[config.mk]
export PLATFORM = sky130hd
export DESIGN_NAME = joystick_scanner
export DESIGN_NICKNAME = d
export VERILOG_FILES = /design/src/rtl/joystick_scanner_pkg.sv /design/src/rtl/joystick_scanner_tick_divider.sv /design/src/rtl/joystick_scanner.sv
export SDC_FILE = /design/constraint.sdc
export NUM_CORES = 1
export LEC_CHECK = 0
export ABC_AREA = 1
export CAP_MARGIN = 20
export CORE_MARGIN = 1.5
export CORE_UTILIZATION = 55
export CTS_CLUSTER_DIAMETER = 80
export CTS_CLUSTER_SIZE = 25
export DETAILED_ROUTE_END_ITERATION = 6
export GPL_ROUTABILITY_DRIVEN = 0
export PLACE_DENSITY = 0.82
export SLEW_MARGIN = 0
export SYNTH_ARGS = -nofsm -noshare
export SYNTH_HDL_FRONTEND = slang
export SYNTH_SLANG_ARGS = --single-unit
[constraint.sdc]
create_clock -name clk -period 1.7 [get_ports clk]
set_clock_uncertainty 0.1 [all_clocks]
set_input_delay 0.17 -clock clk [delete_from_list [all_inputs] [get_ports clk]]
set_output_delay 0.17 -clock clk [all_outputs]
set_load 0.02 [all_outputs]
[src/rtl/joystick_scanner_pkg.sv]
// Shared joystick definitions: chain protocol constants, scanner state
// encoding, serial bit-order constants and the sample-to-port unpacker.
// No ports; imported by joystick_scanner.
package joystick_scanner_pkg;

  // Joystick protocol: two DB9 sticks, six active-low buttons each.
  localparam int          JOY_W          = 6;
  localparam int          JOY_BITS       = 2 * JOY_W;
  localparam logic [5:0]  JOY_RELEASED   = 6'h3F;
  localparam logic [11:0] SAMPLE_RELEASE = 12'hFFF;

  // Scanner FSM encoding.
  localparam logic [2:0] ST_IDLE     = 3'd0;
  localparam logic [2:0] ST_LOAD     = 3'd1;
  localparam logic [2:0] ST_SHIFT_LO = 3'd2;
  localparam logic [2:0] ST_SHIFT_HI = 3'd3;
  localparam logic [2:0] ST_COMPARE  = 3'd4;
  localparam logic [2:0] ST_GAP      = 3'd5;

  // Serial bit order: bits 0..5 are stick 1 (F2 first), 6..11 stick 2.
  localparam logic [3:0] BIT_JOY1_FIRST = 4'd0;
  localparam logic [3:0] BIT_JOY2_FIRST = 4'd6;
  localparam logic [3:0] BIT_LAST       = 4'd11;

  typedef struct packed {
    logic [JOY_W-1:0] joy2;
    logic [JOY_W-1:0] joy1;
  } joy_pair_t;

  // Serial bit k of a stick lands on port bit 5-k ({F2,F1,U,D,L,R}).
  function automatic joy_pair_t unpack_sample(input logic [11:0] s);
    joy_pair_t p;
    p.joy1 = {s[0], s[1], s[2], s[3],  s[4],  s[5]};
    p.joy2 = {s[6], s[7], s[8], s[9], s[10], s[11]};
    return p;
  endfunction

endpackage

[src/rtl/joystick_scanner_tick_divider.sv]
// Free-running clock divider producing a one-clk tick every DIV cycles.
// Ports: clk (system clock), rst (sync active-high), tick (1-clk pulse).
module tick_divider #(
  parameter int DIV = 16
) (
  input  logic clk,
  input  logic rst,
  output logic tick
);

  localparam int CW = (DIV > 2) ? $clog2(DIV) : 1;

  logic [CW-1:0] r_cnt;
  logic          w_wrap;

  assign w_wrap = (r_cnt == CW'(DIV - 1));
  assign tick   = w_wrap;

  always_ff @(posedge clk) begin
    if (rst)         r_cnt <= '0;
    else if (w_wrap) r_cnt <= '0;
    else             r_cnt <= r_cnt + 1'b1;
  end

endmodule

[src/rtl/joystick_scanner.sv]
// Scans two DB9 joysticks through a 12-bit 74HC165-style shift chain and
// publishes debounced button states (a sample must repeat on two
// consecutive scans before it reaches the outputs).
// Ports: clk, rst (sync active-high), enable (allows new scans),
//   joy_data (chain serial in), joy_load_n / joy_clk (chain strobes),
//   db9joy1 / db9joy2 ({F2,F1,U,D,L,R}, 0 = pressed),
//   scan_done (1-clk pulse per completed scan).
module joystick_scanner
  import joystick_scanner_pkg::*;
#(
  parameter int CLKDIV    = 16,
  parameter int GAP_TICKS = 64
) (
  input  logic       clk,
  input  logic       rst,
  input  logic       enable,
  input  logic       joy_data,
  output logic       joy_load_n,
  output logic       joy_clk,
  output logic [5:0] db9joy1,
  output logic [5:0] db9joy2,
  output logic       scan_done
);

  logic        w_tick;
  logic [2:0]  r_state, w_next;
  logic [3:0]  r_bit_cnt;
  logic [9:0]  r_gap_cnt;
  logic [11:0] r_sample, r_prev;
  logic [5:0]  r_joy1, r_joy2;
  logic        r_load_n, r_jclk, r_done;
  logic        w_gap_last;
  joy_pair_t   w_pair;

  tick_divider #(.DIV(CLKDIV)) u_tick (
    .clk  (clk),
    .rst  (rst),
    .tick (w_tick)
  );

  assign w_gap_last = (r_gap_cnt == 10'(GAP_TICKS - 1));
  assign w_pair     = unpack_sample(r_sample);

  always_comb begin
    w_next = r_state;
    case (r_state)
      ST_IDLE:     if (w_tick && enable) w_next = ST_LOAD;
      ST_LOAD:     if (w_tick) w_next = ST_SHIFT_LO;
      ST_SHIFT_LO: if (w_tick) w_next = ST_SHIFT_HI;
      ST_SHIFT_HI: if (w_tick) w_next = (r_bit_cnt == BIT_LAST) ? ST_COMPARE : ST_SHIFT_LO;
      ST_COMPARE:  w_next = ST_GAP;  // single clk, not tick-gated
      ST_GAP:      if (w_tick && w_gap_last) w_next = enable ? ST_LOAD : ST_IDLE;
      default:     w_next = ST_IDLE;
    endcase
  end

  always_ff @(posedge clk) begin
    if (rst) begin
      r_state   <= ST_IDLE;
      r_bit_cnt <= '0;
      r_gap_cnt <= '0;
      r_sample  <= SAMPLE_RELEASE;
      r_prev    <= SAMPLE_RELEASE;
      r_joy1    <= JOY_RELEASED;
      r_joy2    <= JOY_RELEASED;
      r_load_n  <= 1'b1;
      r_jclk    <= 1'b0;
      r_done    <= 1'b0;
    end else begin
      r_state  <= w_next;
      // Strobes are decoded from the next state so they flip on the same
      // edge as the state and are mutually exclusive by construction.
      r_load_n <= (w_next != ST_LOAD);
      r_jclk   <= (w_next == ST_SHIFT_HI);
      r_done   <= 1'b0;
      case (r_state)
        ST_LOAD:     if (w_tick) r_bit_cnt <= BIT_JOY1_FIRST;
        ST_SHIFT_LO: if (w_tick) r_sample[r_bit_cnt] <= joy_data;
        ST_SHIFT_HI: if (w_tick && r_bit_cnt != BIT_LAST) r_bit_cnt <= r_bit_cnt + 1'b1;
        ST_COMPARE: begin
          if (r_sample == r_prev) begin
            r_joy1 <= w_pair.joy1;
            r_joy2 <= w_pair.joy2;
          end
          r_prev    <= r_sample;
          r_done    <= 1'b1;
          r_bit_cnt <= '0;
        end
        ST_GAP: if (w_tick) r_gap_cnt <= w_gap_last ? 10'd0 : r_gap_cnt + 1'b1;
        default: ;
      endcase
    end
  end

  assign joy_load_n = r_load_n;
  assign joy_clk    = r_jclk;
  assign db9joy1    = r_joy1;
  assign db9joy2    = r_joy2;
  assign scan_done  = r_done;

endmodule

==> results of run 1 <==
[cells by family (layout without fill, tap and decap cells)]
| group | count (synthesis) | in the layout | share of synthesized area [%] |
|---|---|---|---|
| AOI/OAI and AO/OA | 47 | 47 | 9.82 |
| xor gates and xnor gates | 4 | 4 | 1.20 |
| adders and majority gates | 6 | 6 | 2.57 |
| buffers and inverters | 68 | 101 | 9.64 |
| DFF | 60 | 60 | 41.1 |
| and+or+nand+nor | 241 | 241 | 35.6 |
[report_power, final]
| group | switching [uW] | total (uW) | leakage, uW | internal (uW) |
|---|---|---|---|---|
| sequential | 6.89 | 1420 | 0.000486 | 1410 |
| clock | 580 | 1250 | 0.0000910 | 667 |
| combinational | 37.5 | 59.2 | 0.00119 | 21.7 |
| total | 624 | 2720 | 0.00177 | 2100 |
[synth_stat cells, drive strengths merged]
cell	number	area share (%)
o21bai	2	0.51
dfxtp	60	41
xor2	2	0.60
clkinv	2	0.26
nand4	4	1.1
clkbuf	8	1.0
o21ai	10	1.8
nand3b	1	0.26
a21oi	18	3.1
ha	6	2.6
nor3b	1	0.26
nor2	49	7.2
buf	7	1.8
nand3	58	10
nand2	125	16
o211ai	17	4.4
nor3	3	0.51
xnor2	2	0.60
inv	51	6.6
[repair_timing]
item | CTS | global route
hold buffers | 0 | 0
setup endpoints to repair | 0 | 34
resized for setup | 0 | 9
[worst paths after layout]
| path | start | to | slack (ps) | cells past startpoint |
|---|---|---|---|---|
| setup reg to reg | u_tick.r_cnt[1] | joy_load_n | 30 | 9 |
| hold reg to reg | u_tick.r_cnt[0] | u_tick.r_cnt[0] | 350 | 1 |
| setup / recovery | u_tick.r_cnt[1] | joy_load_n | 30 | 9 |
| hold / removal | u_tick.r_cnt[0] | u_tick.r_cnt[0] | 350 | 1 |
[through the flow]
step / instances / total power (uW) / setup TNS, ps / cell area, sq um
floorplan: 426 / 1480 / 0 / 2920
global placement: 513 / 1500 / 0 / 3210
detailed placement: 513 / 1500 / 0 / 3210
CTS: 529 / 2730 / 0 / 3400
global route: 529 / 2800 / -65.0 / 3430
finish: 529 / 2720 / 0 / 3430
[cell type report]
class / count / share of cell area [%]
flip-flops and latches: 60 / 35.1
clock inverters: 7 / 1.97
multi-input cells: 298 / 42.6
repair buffers: 32 / 8.42
clock buffers: 9 / 3.61
well taps: 70 / 2.55
inverters: 53 / 5.80
[layer usage]
layer	global-route usage, %	share of wire (%)	vias to the layer above
met5	0	0	-
met4	12.9	2.0	0
met3	6.08	4.2	14
met2	38.7	48	62
met1	28.1	46	1253
li1	-	-	1426
[registers in the layout (all words and copies together), names as in the netlist]
name,count
joy_clk,1
scan_done,1
r_prev,12
r_sample,12
joy_load_n,1
r_bit_cnt,4
db9joy2,6
r_state,3
r_gap_cnt,10
u_tick.r_cnt,4
db9joy1,6
==> impl_metrics.env, run 1 <==
export IMPL_cts_clk_slew_worst_paths_ps=70
export IMPL_min_path_type="reg -> reg"
export IMPL_avgSynthCellArea_sq_um=6.85
export IMPL_via_count=2755
export IMPL_nets=464
export IMPL_slew_violations=0
export IMPL_wl_microns=6300
export IMPL_remaining_drc_errors=0
export IMPL_yosys_register_bits=60
export IMPL_routed_via_density=5.21
export IMPL_grt_pass1_wl_microns=10200
export IMPL_coreArea_sq_um=5110
export IMPL_drt_initial_drc_count=128
export IMPL_dp_hpwl_microns=4470
export IMPL_slew_headroom_pct=76.7
export IMPL_seq_area_sq_um=1200
export IMPL_ir_drop_mv=0.544
export IMPL_cts_path_max_buffers=2
export IMPL_multi_input_area_sq_um=1460
export IMPL_cts_tree="yes"
export IMPL_die_h_microns=75.9
export IMPL_final_common_cell="nand2_1"
export IMPL_drtPass1Iterations=4
export IMPL_syn_inst=426
export IMPL_cts_root_buf="clkbuf_8"
export IMPL_path_cells="ha_4 > nand3_2 > buf_4 > nor2_2 > nand2_1 > nand2_1 > nand2_1 > nor2_1 > nand3_1"
export IMPL_fillers=442
export IMPL_postLayoutCoreUtil_pct=67.2
export IMPL_grtUsageTotal_pct=23.6
export IMPL_antenna_found_initial=0
export IMPL_die_w_microns=75.9
export IMPL_synth_seq_area_share_pct=41.1
export IMPL_start_util_pct=57.2
export IMPL_cts_htree_levels=3
export IMPL_first_global_vias=2440
export IMPL_crit_family="simple AND/OR/NAND/NOR gates"
export IMPL_worstSetupEndpointType="flop"
export IMPL_worst_pin_slew_ps=348
export IMPL_die_area_sq_um=5750
export IMPL_avgRoutedWirePerCell_microns=11.9
export IMPL_pre_cts_slack_ps=71.0
export IMPL_worstPathRequired_ps=1830
export IMPL_post_route_min_period_ps=1670
export IMPL_grt_max_degree=16
export IMPL_setup_ws_ps=31.8
export IMPL_clock_fmax_ghz=0.599
export IMPL_holdWs_ps=352
export IMPL_clkLatencyLatePin_ps=340
export IMPL_drive_gt1_share_pct=11.1
export IMPL_synthesis_nets=436
export IMPL_cp_slowest_cell="dfxtp_1"
export IMPL_grt_overflow_total=0
export IMPL_cts_sinks=60
export IMPL_cts_setup_buffers=0
export IMPL_power_leakage_uw=0.00177
export IMPL_setup_viol=0
export IMPL_n_antenna_cell=0
export IMPL_period_share_pct=98.1
export IMPL_outcome="finished, final reports clean"
export IMPL_cap_violations=0
export IMPL_portBuffers=18
export IMPL_power_density_nw_per_um2=794
export IMPL_hold_violations=0
export IMPL_rsz0062_at_grt="yes"
export IMPL_crit_top_cell="nand2_1"
export IMPL_cts_made_buffers=9
export IMPL_rows=26
export IMPL_worstPathArrival_ps=1790
export IMPL_critical_path_class="reg -> reg"
export IMPL_layout_common_cells="121 x nand2_1, 58 x dfxtp_1, 57 x nand3_1"
export IMPL_slowest_delay_ps=390
export IMPL_synth_distinct_cells=29
export IMPL_ios=19
export IMPL_critPathBufInv=1
export IMPL_synthesis_area_sq_um=2920
export IMPL_critPathLaunchType="flop"
export IMPL_area_delta_synth_final_pct=17.6
export IMPL_yosysWarnings=0
export IMPL_cp_max_fo=4
export IMPL_ant_nets=0
(Power assumes the default switching activity.)
==> run 2, diff against run 1 <==
--- a/config.mk
+++ b/config.mk
@@ -14,6 +14,7 @@
 export DETAILED_ROUTE_END_ITERATION = 6
 export GPL_ROUTABILITY_DRIVEN = 0
 export PLACE_DENSITY = 0.82
+export RECOVER_POWER = 50
 export SLEW_MARGIN = 0
 export SYNTH_ARGS = -nofsm -noshare
 export SYNTH_HDL_FRONTEND = slang
==> results of run 2 <==
Final layout, timing and power as in run 1 (identical DEF).
==> run 3, diff against run 2 <==
--- a/config.mk
+++ b/config.mk
@@ -7,6 +7,7 @@
 export LEC_CHECK = 0
 export ABC_AREA = 1
 export CAP_MARGIN = 20
+export CORE_ASPECT_RATIO = 1.5
 export CORE_MARGIN = 1.5
 export CORE_UTILIZATION = 55
 export CTS_CLUSTER_DIAMETER = 80
@@ -15,7 +16,7 @@
 export GPL_ROUTABILITY_DRIVEN = 0
 export PLACE_DENSITY = 0.82
 export RECOVER_POWER = 50
-export SLEW_MARGIN = 0
+export SLEW_MARGIN = 20
 export SYNTH_ARGS = -nofsm -noshare
 export SYNTH_HDL_FRONTEND = slang
 export SYNTH_SLANG_ARGS = --single-unit
==> run 3 against run 2 <==
Compared with the run above:
- routed wire length increased by 7.0%
- sequential share of layout area decreased by 0.54 points
- total power is 7.5% higher
- via count is 0.83% higher
- critical path depth is 8 lower
- global-route usage rose by 1.4 points
- maximum frequency increased by 3.3%
- sequential power about the same
- worst setup slack gained 53 ps
- utilization is 0.67 points higher
- critical endpoint is now db9joy2[0]
==> impl_metrics.env, run 3 (same netlist as run 1, synthesis figures left out) <==
export IMPL_outcome="finished, final reports clean"
export IMPL_grt_overflow_total=0
export IMPL_holdWs_ps=353
export IMPL_critPathLaunchType="flop"
export IMPL_use_met2_pct=45.8
export IMPL_reg_largest_list="r_prev x12, r_sample x12, r_gap_cnt x10"
export IMPL_layout_common_cells="120 x nand2_1, 60 x dfxtp_1, 57 x nand3_1"
export IMPL_avgRoutedWirePerCell_microns=12.8
export IMPL_portBuffers=18
export IMPL_cp_max_fo=2
export IMPL_slowest_delay_ps=670
export IMPL_whs_path_depth=1
export IMPL_min_path_type="reg -> reg"
export IMPL_antenna_found_initial=0
export IMPL_min_from="u_tick.r_cnt[0]"
export IMPL_ir_drop_mv=0.869
export IMPL_coreArea_sq_um=5120
export IMPL_rows=32
export IMPL_cts_htree_levels=3
export IMPL_critPathBufInv=1
export IMPL_critical_path_reg2reg_startpoint="u_tick.r_cnt[0]"
export IMPL_cts_made_buffers=9
export IMPL_wl_microns=6740
export IMPL_worstPathRequired_ps=1430
export IMPL_dp_hpwl_microns=4920
export IMPL_cp_slowest_cell="dlygate4sd3_1"
export IMPL_slew_headroom_pct=73.4
export IMPL_drtPass1Iterations=4
export IMPL_cts_root_buf="clkbuf_8"
export IMPL_nets=464
export IMPL_r2r_slack_ps=80
export IMPL_grt_pass1_wl_microns=11300
export IMPL_die_w_microns=62.5
export IMPL_drive_gt1_share_pct=9.80
export IMPL_use_met1_pct=25.8
export IMPL_worstSetupEndpointType="primary output"
export IMPL_setup_ws_ps=84.9
export IMPL_use_met3_pct=4.29
export IMPL_crit_family="buffers and inverters"
export IMPL_clkLatencyLatePin_ps=350
export IMPL_holdBufCountCts=0
export IMPL_area_delta_synth_final_pct=19.2
export IMPL_setup_viol=0
export IMPL_worst_pin_slew_ps=399
export IMPL_routed_via_density=5.27
export IMPL_remaining_drc_errors=0
export IMPL_post_route_min_period_ps=1620
export IMPL_period_share_pct=95.0
export IMPL_cts_sinks=60
export IMPL_via_count=2778
export IMPL_slew_violations=0
export IMPL_cap_violations=0
export IMPL_die_area_sq_um=5760
export IMPL_start_util_pct=57.0
export IMPL_drt_initial_drc_count=168
export IMPL_power_density_nw_per_um2=842
export IMPL_critical_path_class="reg -> out"
export IMPL_cts_clk_slew_worst_paths_ps=70
export IMPL_first_global_vias=2657
export IMPL_path_cells="dlygate4sd3_1"
export IMPL_ant_nets=0
export IMPL_cts_path_max_buffers=2
export IMPL_hold_end="u_tick.r_cnt[0]"
export IMPL_pre_cts_slack_ps=72.2
export IMPL_final_common_cell="nand2_1"
export IMPL_timing_rr_end="joy_load_n"
export IMPL_n_antenna_cell=0
export IMPL_hold_violations=0
export IMPL_grt_max_degree=25
export IMPL_grtUsageTotal_pct=25.0
export IMPL_die_h_microns=92.2
export IMPL_worst_r2r_cell_count=8
export IMPL_ios=19
export IMPL_worstPathArrival_ps=1350
export IMPL_post_cts_resized=0
export IMPL_clock_fmax_ghz=0.619
export IMPL_cts_setup_buffers=0
export IMPL_cts_tree="yes"
export IMPL_power_leakage_uw=0.00180
export IMPL_busiest_layer="met2"
run 3: changes by cell type in the layout (fill, tap and decap cells not counted), sizes merged:
cell           delta
clkdlybuf4s50     -4
buf               -2
clkinvlp          -3
clkinv            +1
clkbuf            +2
inv               +1
bufinv            +1
dlygate4sd3       +4
run 3: power breakdown:
part	switching [uW]	internal [uW]	total [uW]
Combinational	37.9	21.1	59.0
Sequential	4.87	1410	1420
Clock	621	834	1460
Total	664	2270	2930
run 3: routing by layer:
| metal | vias up | part of all wire, % |
|---|---|---|
| met4 | 0 | 3.9 |
| met2 | 51 | 54 |
| met1 | 1281 | 40 |
| met3 | 21 | 2.7 |
| met5 | - | 0 |
| li1 | 1425 | - |
run 3: per-stage QoR:
stage / TNS [ps] / std cells / utilization (%) / total power, uW / cell area (sq um)
floorplan: 0 / 426 / - / 1480 / 2920
global placement: 0 / 511 / 63.3 / 1500 / 3240
detailed placement: 0 / 511 / 63.3 / 1510 / 3240
CTS: 0 / 527 / 67.7 / 2940 / 3470
global route: -13.4 / 527 / 67.9 / 3000 / 3480
finish: 0 / 527 / 67.9 / 2930 / 3480
run 3: worst max path at each step:
| stage | endpoint | startpoint | slack (ps) | cells after the start |
|---|---|---|---|---|
| 2_1_floorplan | r_sample[5] | u_tick.r_cnt[0] | 200 | 7 |
| 3_3_place_gp | db9joy2[4] | r_sample[11] | 120 | 9 |
| 3_5_place_dp | db9joy2[4] | r_sample[11] | 70 | 9 |
| 4_1_cts | db9joy1[2] | r_sample[11] | 60 | 9 |
| 5_1_grt | joy_load_n | r_bit_cnt[0] | -10 | 8 |
| 6_report | db9joy2[0] | db9joy2[0] | 80 | 1 |
run 3: final cells by class:
cell class                 instances  area (sq um)
sequential                        60          1200
fill                             457          1650
clock inverter                     7           100
inverter                          53           199
timing repair buffer              32           315
clock buffer                       9           124
tap                               68          85.1
multi-input combinational        298          1450
